**src/rtl/serial_adder_ctrl.sv**
```systemverilog
// Bit-serial adder controller: one full_adder cell reused for WIDTH cycles, LSB first.
// Optional signed-overflow output enabled by defining SERIAL_ADDER_OVF_EN.

module full_adder (
    input  logic a,
    input  logic b,
    input  logic ci,
    output logic s,
    output logic co
);
    assign s  = a ^ b ^ ci;
    assign co = (a & b) | (ci & (a ^ b));
endmodule

module serial_adder_ctrl #(
    parameter int unsigned WIDTH = 8
) (
    input  logic             clk,
    input  logic             rst,
    input  logic             in_valid,
    output logic             in_ready,
    input  logic [WIDTH-1:0] a,
    input  logic [WIDTH-1:0] b,
    input  logic             cin,
    output logic             out_valid,
    input  logic             out_ready,
    output logic [WIDTH-1:0] sum,
    output logic             cout
`ifdef SERIAL_ADDER_OVF_EN
    ,
    output logic             ovf
`endif
);
    localparam int unsigned CW = $clog2(WIDTH + 1);
    localparam logic [CW-1:0] LAST = CW'(WIDTH - 1);

    localparam logic [1:0] StIdle = 2'd0;
    localparam logic [1:0] StRun  = 2'd1;
    localparam logic [1:0] StDone = 2'd2;

    logic [1:0]       state_q, state_d;
    logic [WIDTH-1:0] a_sr, b_sr, sum_sr, sum_shift;
    logic [WIDTH-1:0] sum_q;
    logic             carry_q, cout_q;
    logic [CW-1:0]    cnt_q;
    logic             s_bit, c_bit;
    logic             last_bit;

    full_adder u_fa (
        .a  (a_sr[0]),
        .b  (b_sr[0]),
        .ci (carry_q),
        .s  (s_bit),
        .co (c_bit)
    );

    generate
        if (WIDTH == 1) begin : g_shift_w1
            assign sum_shift = s_bit;
        end else begin : g_shift_wn
            assign sum_shift = {s_bit, sum_sr[WIDTH-1:1]};
        end
    endgenerate

    assign last_bit  = (state_q == StRun) && (cnt_q == LAST);
    assign in_ready  = (state_q == StIdle);
    assign out_valid = (state_q == StDone);
    assign sum       = sum_q;
    assign cout      = cout_q;

    always_comb begin
        state_d = state_q;
        unique case (state_q)
            StIdle:  if (in_valid) state_d = StRun;
            StRun:   if (cnt_q == LAST) state_d = StDone;
            StDone:  if (out_ready) state_d = StIdle;
            default: state_d = StIdle;
        endcase
    end

    always_ff @(posedge clk or posedge rst) begin
        if (rst) begin
            state_q <= StIdle;
            a_sr    <= '0;
            b_sr    <= '0;
            sum_sr  <= '0;
            carry_q <= 1'b0;
            cnt_q   <= '0;
            sum_q   <= '0;
            cout_q  <= 1'b0;
        end else begin
            state_q <= state_d;
            if (state_q == StIdle && in_valid) begin
                a_sr    <= a;
                b_sr    <= b;
                carry_q <= cin;
                cnt_q   <= '0;
                sum_sr  <= '0;
            end else if (state_q == StRun) begin
                a_sr    <= a_sr >> 1;
                b_sr    <= b_sr >> 1;
                sum_sr  <= sum_shift;
                carry_q <= c_bit;
                cnt_q   <= cnt_q + CW'(1);
            end
            // Result registers are separate so sum/cout survive the next load and shift.
            if (last_bit) begin
                sum_q  <= sum_shift;
                cout_q <= c_bit;
            end
        end
    end

`ifdef SERIAL_ADDER_OVF_EN
    logic carry_msb_q;

    always_ff @(posedge clk or posedge rst) begin
        if (rst) begin
            carry_msb_q <= 1'b0;
        end else if (last_bit) begin
            carry_msb_q <= carry_q;
        end
    end

    // cout_q equals carry_q throughout DONE and stays put afterwards.
    assign ovf = carry_msb_q ^ cout_q;
`endif

endmodule

```
**config.mk**
```make
export PLATFORM = sky130hd
export DESIGN_NAME = serial_adder_ctrl
export DESIGN_NICKNAME = d
export VERILOG_FILES = /design/src/rtl/serial_adder_ctrl.sv
export SDC_FILE = /design/constraint.sdc
export NUM_CORES = 1
export LEC_CHECK = 0
export ABC_AREA = 0
export BUFFER_PORTS_ARGS = -buffer_cell sky130_fd_sc_hd__buf_2
export CORE_MARGIN = 2
export CORE_UTILIZATION = 35
export DETAILED_ROUTE_END_ITERATION = 10
export PLACE_DENSITY = 0.63
export SYNTH_ARGS = -nofsm -noshare
export SYNTH_HDL_FRONTEND = slang
export SYNTH_SLANG_ARGS = --single-unit
```
**constraint.sdc**
```tcl
create_clock -name clk -period 1.5 [get_ports clk]
set_input_delay 0.075 -clock clk [delete_from_list [all_inputs] [get_ports clk]]
set_output_delay 0.075 -clock clk [all_outputs]
set_load 0.05 [all_outputs]
```
==> results of run 1 <==
==> metal layers <==
metal,global-route usage,part of all wire,vias to the layer above
li1,-,-,621
met1,0.180,0.47,586
met2,0.221,0.47,23
met3,0.0458,0.036,7
met4,0.0556,0.017,0
met5,0,0,-
==> where the power goes <==
group,internal (mW),switching (mW)
combinational,0.702,1.10
clock,0.419,0.338
sequential,1.49,0.295
==> metrics by stage <==
stage               hold slack [ps]  instance area [µm²]  setup WS (ps)  std cells  total power [mW]
finish                         2.98                 2140           96.6        258              4.34
global route                   1.59                 2140           48.2        258              4.66
CTS                           0.390                 2110           4.99        256              4.30
detailed placement              225                 1920           23.5        239              3.51
global placement                215                 1920            104        239              3.46
floorplan                       192                 1640           46.7        154              3.01
==> Yosys cell counts <==
library cell,count,area share
nor3b_1,2,0.0091
dfrtp_1,39,0.59
a22oi_1,15,0.069
fa_1,1,0.012
ha_1,1,0.0076
a21o_1,2,0.0091
mux2_2,9,0.062
nand4_1,1,0.0038
clkbuf_1,2,0.0046
mux2i_1,1,0.0061
nor3_4,1,0.0099
nand2_1,52,0.12
inv_1,2,0.0046
nor2_1,1,0.0023
buf_2,6,0.018
nand2b_1,2,0.0076
nand2b_4,1,0.0084
o21bai_1,2,0.0091
nor2b_1,2,0.0076
o21ai_0,12,0.037
==> registers in the layout, indices dropped and copies added, names as in the netlist <==
signal   cells
a_sr         8
sum          8
cout         1
sum_sr       7
b_sr         8
carry_q      1
cnt_q        4
state_q      2
==> layout by cell type, fill, tap and decap left out <==
cell type,Yosys,routed
ha_4,0,1
o21bai_1,2,2
nand2_4,0,1
nand2b_4,1,1
nand2_1,52,51
a21o_1,2,2
nand2b_1,2,2
mux2i_1,1,1
nor3b_2,0,1
inv_1,2,2
buf_2,6,31
dfrtp_1,39,39
a22oi_1,15,15
mux2_2,9,9
o21ai_0,12,12
clkbuf_1,2,1
nor3b_1,2,1
buf_4,0,11
buf_12,0,1
nor3_4,1,1
nor2b_1,2,2
nor2_1,1,1
fa_1,1,1
nand4_1,1,1
clkbuf_8,0,7
dlygate4sd3_1,0,9
==> cells by family (layout without fill, tap and decap cells) <==
kind of cell / Yosys count / in the layout / synth area share
buffers and inverters: 10 / 62 / 0.0274
multiplexers: 10 / 10 / 0.0678
AO/OA/AOI/OAI: 31 / 31 / 0.123
AND/OR/NAND/NOR: 62 / 62 / 0.168
flip-flops: 39 / 39 / 0.594
adder cells (fa/ha/maj): 2 / 2 / 0.0198
==> critical path, delay by kind of cell (launching register included) <==
kind,cells,cell delay [ps]
muxes,1,330
adders and majority gates,1,180
buffers and inverters,1,150
DFF,1,420
and+or+nand+nor,2,200
==> final cells by class <==
class | count | area [µm²] | area share
clock buffer | 8 | 100 | 0.0467
inverter | 2 | 7.51 | 0.00350
multi-input combinational | 105 | 647 | 0.302
sequential | 39 | 976 | 0.455
tap | 52 | 65.1 | 0.0304
timing repair buffer | 52 | 348 | 0.162
==> final timing paths <==
kind | from | slack (ps) | end | cells after the start
setup reg to reg | cnt_q[0] | 100 | sum[4] | 5
setup / recovery | cnt_q[0] | 100 | sum[4] | 5
min in group asynchronous | rst | 450 | a_sr[6] | 4
hold reg to reg | b_sr[2] | 480 | b_sr[2] | 2
max in group asynchronous | rst | 720 | b_sr[7] | 4
hold / removal | b[1] | 3 | b_sr[1] | 3
==> timing repair <==
item | CTS | global route
buffers inserted | 0 | 2
resized for setup | 0 | 4
hold endpoints to repair | 47 | 0
hold buffers | 9 | 0
setup endpoints to repair | 0 | 9
==> impl_metrics.ini, run 1 <==
[run_status]
status = finished clean

[pwr]
leakagePower_nw = 1.09
ir_drop_v = 0.000796
power_density_nw_per_um2 = 2020

[setup_path]
critPathMaxStageDelay_ps = 420
arrival_ps = 1580
cp_max_fo = 10
cp-start-kind = register
crit_chain = ha_4, nand2_4, nor3_4, buf_12, mux2_2
crit_type = register to register
end_kind = register
required_ps = 1670
cpMaxStageDelayCell = dfrtp_1

[place]
portBuffers = 31
gp_congestion = 0.721
hpwl_um = 2130

[detailed_routing]
dr.pass1.iters = 4
avgViaCountPerCell = 4.79
avgRoutedWirePerCell_um = 12.6
drt.antenna.violating_nets = 0
drtIter0Drc = 39
routed_wl_um = 3250
drc_errors = 0
num_vias = 1237

[logic_synthesis]
yosysWarnings = 0
synth_area_um2 = 1640
ys_seq_area_frac = 0.594
ys_types = 20
synthCells = 154
synth_nets = 177
ys_ff_latch = 39
syn_area_per_cell_um2 = 10.7

[clock_network]
tritoncts = done
h-tree-depth = 2
clockBufferDepth = 2
cts_sinks = 39
clkLatencyLatePin_ps = 290
clk_pin_slew_ps = 70
cts-buffers-inserted = 5
cts-root-buf = clkbuf_8

[grt]
antenna_found_initial = 0
grt_overflow = 0
track_usage = 0.140
grt_pass1_wl_um = 5620
grt_max_degree = 40
grt_pass1_vias = 1251

[die]
io_pins = 32
die_h_um = 72.5
core_area_um2 = 4440
die_x_um = 72.5
num_rows = 24
start_util = 0.370
die_area_um2 = 5260

[min_path]
holdCritPathClass = input pin to register

[sta]
period_needed_ps = 1400
tightestPinTransition_ps = 478
slew_violations = 0
fmax_mhz = 713
fin_setup_tns_ps = 0
finalHoldViolCount = 0
period_share = 0.936
slew_headroom = 0.681
setup-violations-final = 0
rsz0062_at_grt = false
finClkSkew_ps = 2.36

[cells_and_area]
n_antenna_cell = 0
fin_nets = 228
fillCellCount = 439
utilization = 0.482
drive_gt1_frac = 0.311
area_growth_pct = 30.5

[flow_run]
max_cap_viol_count = 0
(Power assumes the default switching activity.)
==> run 2: changes to the inputs <==
--- a/config.mk
+++ b/config.mk
@@ -8,9 +8,10 @@
 export ABC_AREA = 0
 export BUFFER_PORTS_ARGS = -buffer_cell sky130_fd_sc_hd__buf_2
 export CORE_MARGIN = 2
-export CORE_UTILIZATION = 35
+export CORE_UTILIZATION = 47
 export DETAILED_ROUTE_END_ITERATION = 10
-export PLACE_DENSITY = 0.63
+export PLACE_DENSITY = 0.78
+export SLEW_MARGIN = 20
 export SYNTH_ARGS = -nofsm -noshare
 export SYNTH_HDL_FRONTEND = slang
 export SYNTH_SLANG_ARGS = --single-unit
==> impl_metrics.ini, run 2 (synthesis results as in run 1) <==
[run_status]
status = finished clean

[grt]
grt_pass1_vias = 1369
track_usage = 0.205
grt_overflow = 0
grt_pass1_wl_um = 6240
grt_max_degree = 40
antenna_found_initial = 0

[clock_network]
h-tree-depth = 2
clkLatencyLatePin_ps = 360
clockBufferDepth = 2
cts_sinks = 39
cts-root-buf = clkbuf_4
clk_pin_slew_ps = 110
tritoncts = done
cts-buffers-inserted = 5

[detailed_routing]
dr.pass1.iters = 5
num_vias = 1357
avgRoutedWirePerCell_um = 14.1
drc_errors = 0
avgViaCountPerCell = 5.20
drt.antenna.violating_nets = 0
drtIter0Drc = 61
routed_wl_um = 3680

[die]
io_pins = 32
die_h_um = 63.1
die_x_um = 63.1
num_rows = 21
die_area_um2 = 3980
core_area_um2 = 3340
start_util = 0.492

[place]
gp_congestion = 0.718
portBuffers = 31
dp_slack_ps = 13.8
hpwl_um = 2350

[cells_and_area]
utilization = 0.672
final_common_cell = nand2_1
drive_gt1_frac = 0.298
fin_nets = 237
layout_common_cells = nand2_1 (51), dfrtp_1 (39), buf_2 (31)
n_antenna_cell = 0
area_growth_pct = 36.6

[pwr]
clockPowerShare = 0.190
p_comb_frac = 0.419
leakagePower_nw = 1.14
p_sw_mw = 1.82
power_density_nw_per_um2 = 2040
ir_drop_v = 0.000993
internal_power_mw = 2.75
p_total_mw = 4.58
pwr-share-seq = 0.392
switching_share = 0.398

[setup_path]
required_ps = 1730
cp-start-kind = register
cp_max_fo = 9
end_kind = register
arrival_ps = 1710
crit_type = register to register

[sta]
period_needed_ps = 1480
slew_violations = 0
rsz0062_at_grt = true
fin_setup_tns_ps = 0
fmax_mhz = 677
finalHoldViolCount = 0
setup-violations-final = 0
slew_headroom = 0.686
whs_ps = 18.2
finClkSkew_ps = 18.6
period_share = 0.985
tightestPinTransition_ps = 471
setup_ws_ps = 22.8

[flow_run]
max_cap_viol_count = 0

[min_path]
holdCritPathClass = input pin to register
[run 2: cell count changes in the layout (fill, tap and decap cells not counted), sizes merged]
cell,previous run,this run
bufinv,0,2
dlygate4sd3,9,18
clkbuf,8,6
[run 2: power groups by stage]
stage,logic (mW),registers [mW],clock network [mW]
after floorplan,0.924,2.08,0
after global placement,1.65,1.75,0
after detailed placement,1.74,1.80,0
after CTS,1.84,1.77,0.881
after global routing,2.11,1.85,0.923
final,1.92,1.79,0.867
[run 2: final timing paths]
check	from	to	slack, ps	cells past startpoint
hold / removal	out_ready	state_q[1]	20	3
max in group asynchronous	rst	sum[1]	810	4
setup reg to reg	cnt_q[0]	cout	20	5
hold reg to reg	a_sr[3]	a_sr[3]	490	2
setup / recovery	cnt_q[0]	cout	20	5
min in group asynchronous	rst	cnt_q[2]	350	4
[run 2: area by class of cell]
cell class | count | area [µm²]
sequential | 39 | 976
inverter | 2 | 7.51
clock inverter | 2 | 60.1
fill | 272 | 1090
multi-input combinational | 105 | 651
timing repair buffer | 61 | 450
clock buffer | 6 | 41.3
tap | 46 | 57.6
[run 2: worst max-delay path: stages, from the launching register on]
cell	delay, ps
dfrtp_1	420
ha_4	180
nand2_4	60
nor3_4	220
buf_12	160
mux2_2	330
[run 2: through the flow]
step / instances / instance area [µm²]
detailed placement: 231 / 1910
CTS: 259 / 2200
global route: 261 / 2240
floorplan: 154 / 1640
finish: 261 / 2240
global placement: 231 / 1910
[run 2: per-layer routing]
layer	part of all wire	vias up	track usage	routed length, µm
met4	0.012	0	0.0750	44
met2	0.54	50	0.352	1980
met3	0.052	6	0.0571	190
met1	0.40	664	0.245	1460
li1	-	637	-	-
met5	0	-	0	0
[run 2: timing repair]
action | 4_1_cts | 5_1_grt
resized for setup | 0 | 5
buffers inserted | 2 | 2
endpoints found under the setup margin | 6 | 9
endpoints found under the hold margin | 56 | 0
hold buffers | 18 | 0
pin swaps | 0 | 1
